===== config.mk =====
export PLATFORM = sky130hd
export DESIGN_NAME = as_imem_load_ctrl
export DESIGN_NICKNAME = d
export VERILOG_FILES = /design/src/rtl/as_imem_load_ctrl.sv
export SDC_FILE = /design/constraint.sdc
export NUM_CORES = 1
export LEC_CHECK = 0
export BUFFER_PORTS_ARGS = -buffer_cell sky130_fd_sc_hd__buf_2
export CORE_MARGIN = 4
export CORE_UTILIZATION = 55
export DETAILED_ROUTE_END_ITERATION = 12
export GPL_TIMING_DRIVEN = 0
export PLACE_DENSITY = 0.75
export RECOVER_POWER = 50
export SLEW_MARGIN = 20
export SYNTH_ARGS = -nofsm -noshare
export SYNTH_HDL_FRONTEND = slang
export SYNTH_SLANG_ARGS = --single-unit
export TNS_END_PERCENT = 10

===== constraint.sdc =====
create_clock -name clk_i -period 3.85 [get_ports clk_i]
set_input_delay 0.385 -clock clk_i [delete_from_list [all_inputs] [get_ports clk_i]]
set_output_delay 0.385 -clock clk_i [all_outputs]
set_load 0.005 [all_outputs]

===== src/rtl/as_imem_load_ctrl.sv =====
// I-Mem preload sequencer: buffers JTAG load words and owns the I-Mem write port while loading.
// Holds the core in reset until a run command drains the buffer and a fixed hold period expires.
module as_imem_load_ctrl #(
    parameter int unsigned IMEM_AW    = 10,
    parameter int unsigned IW         = 32,
    parameter int unsigned FIFO_DEPTH = 4,
    parameter int unsigned RST_HOLD   = 4,
    parameter int unsigned BOOT_HOLD  = 1
) (
    input  logic               clk_i,
    input  logic               rst_i,
    input  logic               ld_valid_i,
    input  logic [IMEM_AW-1:0] ld_addr_i,
    input  logic [IW-1:0]      ld_data_i,
    input  logic               ld_we_i,
    input  logic [IMEM_AW-1:0] if_addr_i,
    input  logic               imem_busy_i,
    output logic [IMEM_AW-1:0] imem_addr_o,
    output logic [IW-1:0]      imem_wdata_o,
    output logic               imem_we_o,
    output logic               core_rst_o,
    output logic               loading_o,
    output logic [15:0]        ld_count_o,
    output logic               ld_ovf_o,
    output logic               ld_misalign_o
);
    localparam int unsigned PW = (FIFO_DEPTH > 1) ? $clog2(FIFO_DEPTH) : 1;
    localparam int unsigned CW = PW + 1;
    localparam int unsigned HW = (RST_HOLD > 1) ? $clog2(RST_HOLD) : 1;

    typedef struct packed {
        logic [IMEM_AW-1:0] addr;
        logic [IW-1:0]      data;
    } entry_t;

    typedef enum logic [1:0] {ST_RUN, ST_LOAD, ST_FLUSH, ST_RELEASE} state_t;

    state_t        state;
    state_t        state_nxt;
    entry_t        fifo_mem [FIFO_DEPTH];
    entry_t        head;
    logic [PW-1:0] wr_ptr;
    logic [PW-1:0] rd_ptr;
    logic [CW-1:0] fifo_cnt;
    logic [HW-1:0] hold_cnt;
    logic          fifo_empty;
    logic          fifo_full;
    logic          push_req;
    logic          aligned;
    logic          push_ok;
    logic          pop;
    logic          run_cmd;
    logic          drained;

    // Push/pop qualification; reset suppresses any write in the cycle it is asserted.
    always_comb begin
        head       = fifo_mem[rd_ptr];
        fifo_empty = (fifo_cnt == '0);
        fifo_full  = (fifo_cnt == CW'(FIFO_DEPTH));
        push_req   = ld_valid_i && ld_we_i;
        aligned    = (ld_addr_i[1:0] == 2'b00);
        run_cmd    = ld_valid_i && !ld_we_i;
        pop        = !rst_i && ((state == ST_LOAD) || (state == ST_FLUSH))
                     && !fifo_empty && !imem_busy_i;
        push_ok    = push_req && aligned && (!fifo_full || pop);
        drained    = ((fifo_cnt - CW'(pop)) == '0) && !push_ok;
    end

    always_ff @(posedge clk_i) begin
        if (rst_i) begin
            wr_ptr   <= '0;
            rd_ptr   <= '0;
            fifo_cnt <= '0;
        end else begin
            if (push_ok) wr_ptr <= wr_ptr + PW'(1);
            if (pop)     rd_ptr <= rd_ptr + PW'(1);
            fifo_cnt <= fifo_cnt + CW'(push_ok) - CW'(pop);
        end
    end

    always_ff @(posedge clk_i) begin
        if (push_ok) fifo_mem[wr_ptr] <= '{addr: ld_addr_i, data: ld_data_i};
    end

    // State register
    always_ff @(posedge clk_i) begin
        if (rst_i) state <= (BOOT_HOLD != 0) ? ST_LOAD : ST_RUN;
        else       state <= state_nxt;
    end

    // Next-state logic
    always_comb begin
        state_nxt = state;
        case (state)
            ST_RUN:     if (push_ok) state_nxt = ST_LOAD;
            ST_LOAD:    if (run_cmd) state_nxt = ST_FLUSH;
            ST_FLUSH:   if (drained) state_nxt = ST_RELEASE;
            ST_RELEASE: begin
                if (push_ok)              state_nxt = ST_LOAD;
                else if (hold_cnt == '0)  state_nxt = ST_RUN;
            end
            default:    state_nxt = state;
        endcase
    end

    // Hold counter is preloaded outside RELEASE so entry always starts at RST_HOLD-1.
    always_ff @(posedge clk_i) begin
        if (rst_i)                     hold_cnt <= '0;
        else if (state != ST_RELEASE)  hold_cnt <= HW'(RST_HOLD - 1);
        else if (hold_cnt != '0)       hold_cnt <= hold_cnt - HW'(1);
    end

    always_ff @(posedge clk_i) begin
        if (rst_i) begin
            ld_count_o    <= '0;
            ld_ovf_o      <= 1'b0;
            ld_misalign_o <= 1'b0;
        end else begin
            if ((state == ST_RUN) && push_ok)          ld_count_o <= '0;
            else if (pop && (ld_count_o != 16'hFFFF))  ld_count_o <= ld_count_o + 16'd1;
            if (push_req && !aligned)                  ld_misalign_o <= 1'b1;
            if (push_req && aligned && fifo_full && !pop) ld_ovf_o <= 1'b1;
        end
    end

    // Output decode and I-Mem port mux
    always_comb begin
        core_rst_o   = 1'b1;
        loading_o    = 1'b0;
        imem_we_o    = 1'b0;
        imem_addr_o  = '0;
        imem_wdata_o = '0;
        case (state)
            ST_RUN: begin
                core_rst_o  = 1'b0;
                imem_addr_o = if_addr_i;
            end
            ST_LOAD, ST_FLUSH: loading_o = 1'b1;
            default: ;
        endcase
        if ((state != ST_RUN) && !fifo_empty) begin
            imem_addr_o  = head.addr;
            imem_wdata_o = head.data;
        end
        imem_we_o = pop;
    end

endmodule

# Yosys cells after proc, flatten, opt, wreduce, memory -nomap -nowiden
# Memory sizes are Yosys's and may differ from the RTL's. A register that Yosys moved wholly into a read port is not among the register bits.
# Cells that the tools add are included.
[totals]
ff_bits = 29
ram_bits = 168
output_inout_bits = 63
mem_count = 1
[op_classes]
addsub = 7
eq_ne = 10
mux = 17
reduce_logical = 35
[mem_list]
columns = ["name", "depth", "word_bits", "rd", "rd_ports_with_merged_regs", "write_ports", "line", "source"]
rows = [
  ["fifo_mem", 4, 42, 1, 1, 1, "40", "entry_t fifo_mem [FIFO_DEPTH];"],
]
[ops]
columns = ["cell", "n"]
rows = [
  ["32-bit two-way mux", 1],
  ["10-bit two-way mux", 2],
  ["2-bit two-way mux", 9],
  ["16-bit by 1-bit adder with 16-bit output, second input constant", 1],
  ["16-bit inequality test, second input constant", 1],
  ["1-bit logical AND", 14],
  ["1-bit zero test", 8],
  ["2-bit inequality test, second input constant", 4],
  ["2-bit one-hot mux with 4 select lines", 1],
  ["2-bit zero test", 3],
  ["3-bit zero test", 2],
  ["2-bit nonzero test", 3],
  ["3-bit by 1-bit subtractor with 3-bit output", 2],
  ["2-bit by 1-bit adder with 2-bit output, second input constant", 2],
  ["2-bit equality test, second input constant", 2],
  ["1-bit two-way mux", 4],
  ["4-bit AND reduction", 1],
  ["2-bit OR reduction", 2],
  ["3-bit by 1-bit adder with 3-bit output", 1],
  ["3-bit equality test, second input constant", 1],
  ["3-bit inequality test, second input constant", 1],
  ["2-bit by 1-bit equality test with 1-bit output, second input constant", 1],
  ["1-bit logical OR", 2],
  ["2-bit by 1-bit subtractor with 2-bit output, second input constant", 1],
]

# Depth between registers and ports, before layout
[logic_depth]
ltp_word = 11
depth_mapped = 12
depth_no_buf = 11

# Worst setup path after synthesis
# Ideal clock, no wire load.
[synth_path]
kind = "register to register"
startpoint = "register state[1]"
endpoint = "memory fifo_mem[1][0] (netlist name) (enable)"
arrival_time_ns = 2.868
required_ns = 3.447
path_slack_ns = 0.579
path_stages_with_launch = 7
path_cell_list = "dfxtp_1 inv_1 ha_1 or3b_4 a311oi_2 clkbuf_1 and2_1"
[synth_via]
elab_chain_len = 9
[synth_lines]
columns = ["item", "line", "source"]
rows = [
  ["from (decl)", "38", "state_t state;"],
  ["from (signal assigned)", "87", "if (rst_i) state <= (BOOT_HOLD != 0) ? ST_LOAD : ST_RUN;"],
  ["from (signal assigned)", "88", "else state <= state_nxt;"],
  ["2-bit by 1-bit equality test with 1-bit output or 2-bit equality test (tied branches)", "63", "pop = !rst_i && ((state == ST_LOAD) || (state == ST_FLUSH))"],
  ["1-bit logical OR *", "63", ""],
  ["1-bit logical AND *", "63", ""],
  ["1-bit logical AND * (2 in series)", "64", "&& !fifo_empty && !imem_busy_i;"],
  ["1-bit logical OR *", "65", "push_ok = push_req && aligned && (!fifo_full || pop);"],
  ["1-bit logical AND *", "65", ""],
  ["1-bit two-way mux *", "82", "if (push_ok) fifo_mem[wr_ptr] <= '{addr: ld_addr_i, data: ld_data_i};"],
  ["1-bit two-way mux (implied by the code) *", "82", ""],
  ["to (decl)", "40", ""],
]
# Mark *: on every way between the ends. The rest lies on a longest branch, timed or not.

# Worst setup path in the final report
[layout_path]
startpoint = "register state[1]"
endpoint = "register fifo_cnt[2]"
[layout_via]
elab_chain_len = 9
[layout_lines]
columns = ["item", "line", "source"]
rows = [
  ["2-bit by 1-bit equality test with 1-bit output or 2-bit equality test (tied branches)", "63", ""],
  ["1-bit logical OR *", "63", ""],
  ["1-bit logical AND *", "63", ""],
  ["1-bit logical AND * (2 in series)", "64", ""],
  ["1-bit logical OR", "65", ""],
  ["1-bit logical AND", "65", ""],
  ["3-bit by 1-bit adder with 3-bit output", "77", "fifo_cnt <= fifo_cnt + CW'(push_ok) - CW'(pop);"],
  ["3-bit by 1-bit subtractor with 3-bit output *", "77", ""],
  ["to (signal assigned)", "77", ""],
  ["to (decl)", "44", "logic [CW-1:0] fifo_cnt;"],
]
# Marks and branches as above.
# A chain may end at the register's enable or synchronous reset.

==> reports/metrics.yaml <==
run_status:
  outcome: "completed"
setup_path:
  critPathLaunchType: "register"
  max_stage_delay_ns: 0.48
  cp.arrival_ns: 3.77
  required_ns: 4.15
  cpLargestDelayFamily: "adder cells"
  critPathSlowestCell: "or3b_1"
  cp-end-kind: "register"
  path_buf_inv: 4
  critPathMaxFanout: 10
  critPathKind: "reg -> reg"
  cp_cell_sequence: "inv_1 -> ha_1 -> or3b_1 -> a311oi_2 -> clkbuf_1 -> inv_1 -> ha_1 -> inv_1 -> ha_1 -> fa_1 -> xnor2_1 -> nor2_1"
worst_hold_path:
  hp-class: "in -> reg"
die:
  dieArea_um2: 16500
  die_w_um: 129
  row_count: 43
  ioPinCount: 120
  coreArea_um2: 14000
  initial_utilization: 0.569
  die_h_um: 129
clock_tree:
  clock_sinks: 199
  cts_tree: "done"
  clock_path_buffers: 2
  path_clk_slew_ns: 0.07
  cts_htree_levels: 4
  postCtsHoldBufs: 0
  post_cts_resized: 0
  cts_buffers: 17
  cts-root-buf: "clkbuf_16"
  clock_latency_ns: 0.43
  cts_setup_buffers: 0
place:
  hpwlAfterDp_um: 9570
  finalWeightedCongestion: 0.820
  numPortBuffers: 118
  dpl.cell_count: 751
route:
  drt-wirelength-per-cell_um: 18.9
  final_antenna_net_count: 0
  viasPerCell: 5.53
  drt-total-wl_um: 14800
  vias: 4330
  first_iter_violations: 267
  firstDrtPassIters: 4
  drc: 0
synth:
  ys_seq_area_frac: 0.709
  ys_ff_latch: 199
  syn_inst: 453
  async_flop_share: 0
  syn_area_um2: 8000
  synth-edff-count: 168
  avgSynthCellArea_um2: 17.6
  synth_nets: 525
  synthFlopType: "edfxtp_1"
  synth_cell_types: 46
  yosys_warnings: 0
power_and_ir_drop:
  total_power_mw: 5.02
  power_leakage_nw: 3.14
  vdd_drop_max_uv: 284
  power.density_nw_per_um2: 541
layout:
  multi_input_area_um2: 2160
  final_core_util: 0.661
  final_nets: 662
  instances_no_fill: 783
  seq_area_um2: 5670
  layout_common_cells: "168 x edfxtp_1, 73 x clkbuf_1, 62 x buf_2"
  area_delta_synth_final_pct: 16.1
  layout-drive-gt1-share: 0.237
  n_fill_cell: 1042
  antennaDiodeCount: 0
  final_common_cell: "edfxtp_1"
flow_run:
  drv_cap: 0
global_routing:
  grt_pass1_wl_um: 23300
  antenna_found_initial: 0
  grt_pass1_vias: 4519
  grt_overflow_total: 0
  grt_max_degree: 43
  gr-usage-all-layers: 0.188
timing:
  drv_slew: 0
  hold_viol: 0
  rsz0062_at_grt: "no"
  fin_skew_ns: 0.00529
  fin_setup_tns_ns: 0
  worst_pin_slew_ns: 0.905
  post-route-period-util: 0.902
  slew_headroom: 0.391
  hold_ws_ns: 0.147
  fmax_mhz: 288
  period_minus_slack_ns: 3.47
  finalSetupViolations: 0
## worst paths after layout
check,from,to,slack [ns],cells past startpoint
setup / recovery,state[1],fifo_cnt[2],0.38,12
hold / removal,rst_i,ld_misalign_o,0.15,2
setup reg to reg,state[1],fifo_cnt[2],0.38,12
hold reg to reg,ld_misalign_o,ld_misalign_o,0.45,2
## kinds of logic (layout without fill, tap and decap cells)
| group | after synthesis | in the layout | share of synthesized area |
|---|---|---|---|
| DFF | 199 | 199 | 0.709 |
| and+or+nand+nor | 104 | 104 | 0.0720 |
| xor gates and xnor gates | 17 | 17 | 0.0186 |
| AOI/OAI and AO/OA | 37 | 37 | 0.0371 |
| buffers and inverters | 37 | 187 | 0.0183 |
| adders and majority gates | 15 | 15 | 0.0244 |
| muxes | 44 | 44 | 0.121 |
## synth_stat cells, types with 2 or more instances
library cell,instances,area share
edfxtp_1,168,0.63
mux4_2,42,0.12
and2_1,38,0.030
dfxtp_1,31,0.078
nor2_1,27,0.013
inv_1,17,0.0080
clkbuf_1,15,0.0070
ha_1,14,0.022
xnor2_1,11,0.012
a21oi_1,10,0.0063
a22o_1,10,0.011
nand2_1,9,0.0042
nand3_1,7,0.0044
xor2_1,6,0.0066
buf_1,4,0.0019
a21o_1,3,0.0028
nand4_1,3,0.0023
nor2b_1,3,0.0023
nor3_1,3,0.0019
or2_2,3,0.0023
nor3b_1,2,0.0019
o2111ai_1,2,0.0022
or4_1,2,0.0019
## layout make-up
type	instances	area share
multi-input combinational	217	0.233
timing repair buffer	118	0.0561
sequential	199	0.610
tap	180	0.0243
buffer	20	0.00889
clock buffer	19	0.0466
inverter	17	0.00687
clock inverter	13	0.0142
## worst register-to-register path, stage by stage (launching register included)
cell      delay [ns]
dfxtp_1         0.39
inv_1           0.12
ha_1            0.33
or3b_1          0.48
a311oi_2        0.41
clkbuf_1        0.40
inv_1           0.09
ha_1            0.28
inv_1           0.04
ha_1            0.18
fa_1            0.38
xnor2_1         0.18
nor2_1          0.07
## state kept, by name, summed over array words and instances, names as in the netlist, named ones only
register	count
fifo_mem	168
ld_count_o	16
fifo_cnt	3
hold_cnt	2
rd_ptr	2
state	2
wr_ptr	2
ld_misalign_o	1
ld_ovf_o	1
## where the power goes
group / switching (mW) / internal [mW] / total [mW]
combinational: 0.488 / 0.432 / 0.920
sequential: 0.0313 / 2.38 / 2.41
clock: 0.739 / 0.950 / 1.69
## stage by stage
step | instance area, µm² | worst slack [ns]
floorplan | 8000 | 0.579
finish | 9280 | 0.378
CTS | 9390 | 0.415
global placement | 8810 | -0.323
global route | 9280 | 0.198
detailed placement | 8820 | 0.423
## per-layer routing
metal  share of wire  GRT usage  vias up
met3           0.062     0.0411        9
met4          0.0083     0.0667        0
met5               0          0        -
li1                -          -     2026
met2            0.52      0.325      118
met1            0.41      0.237     2177
Power figures use the tool's default switching activity.
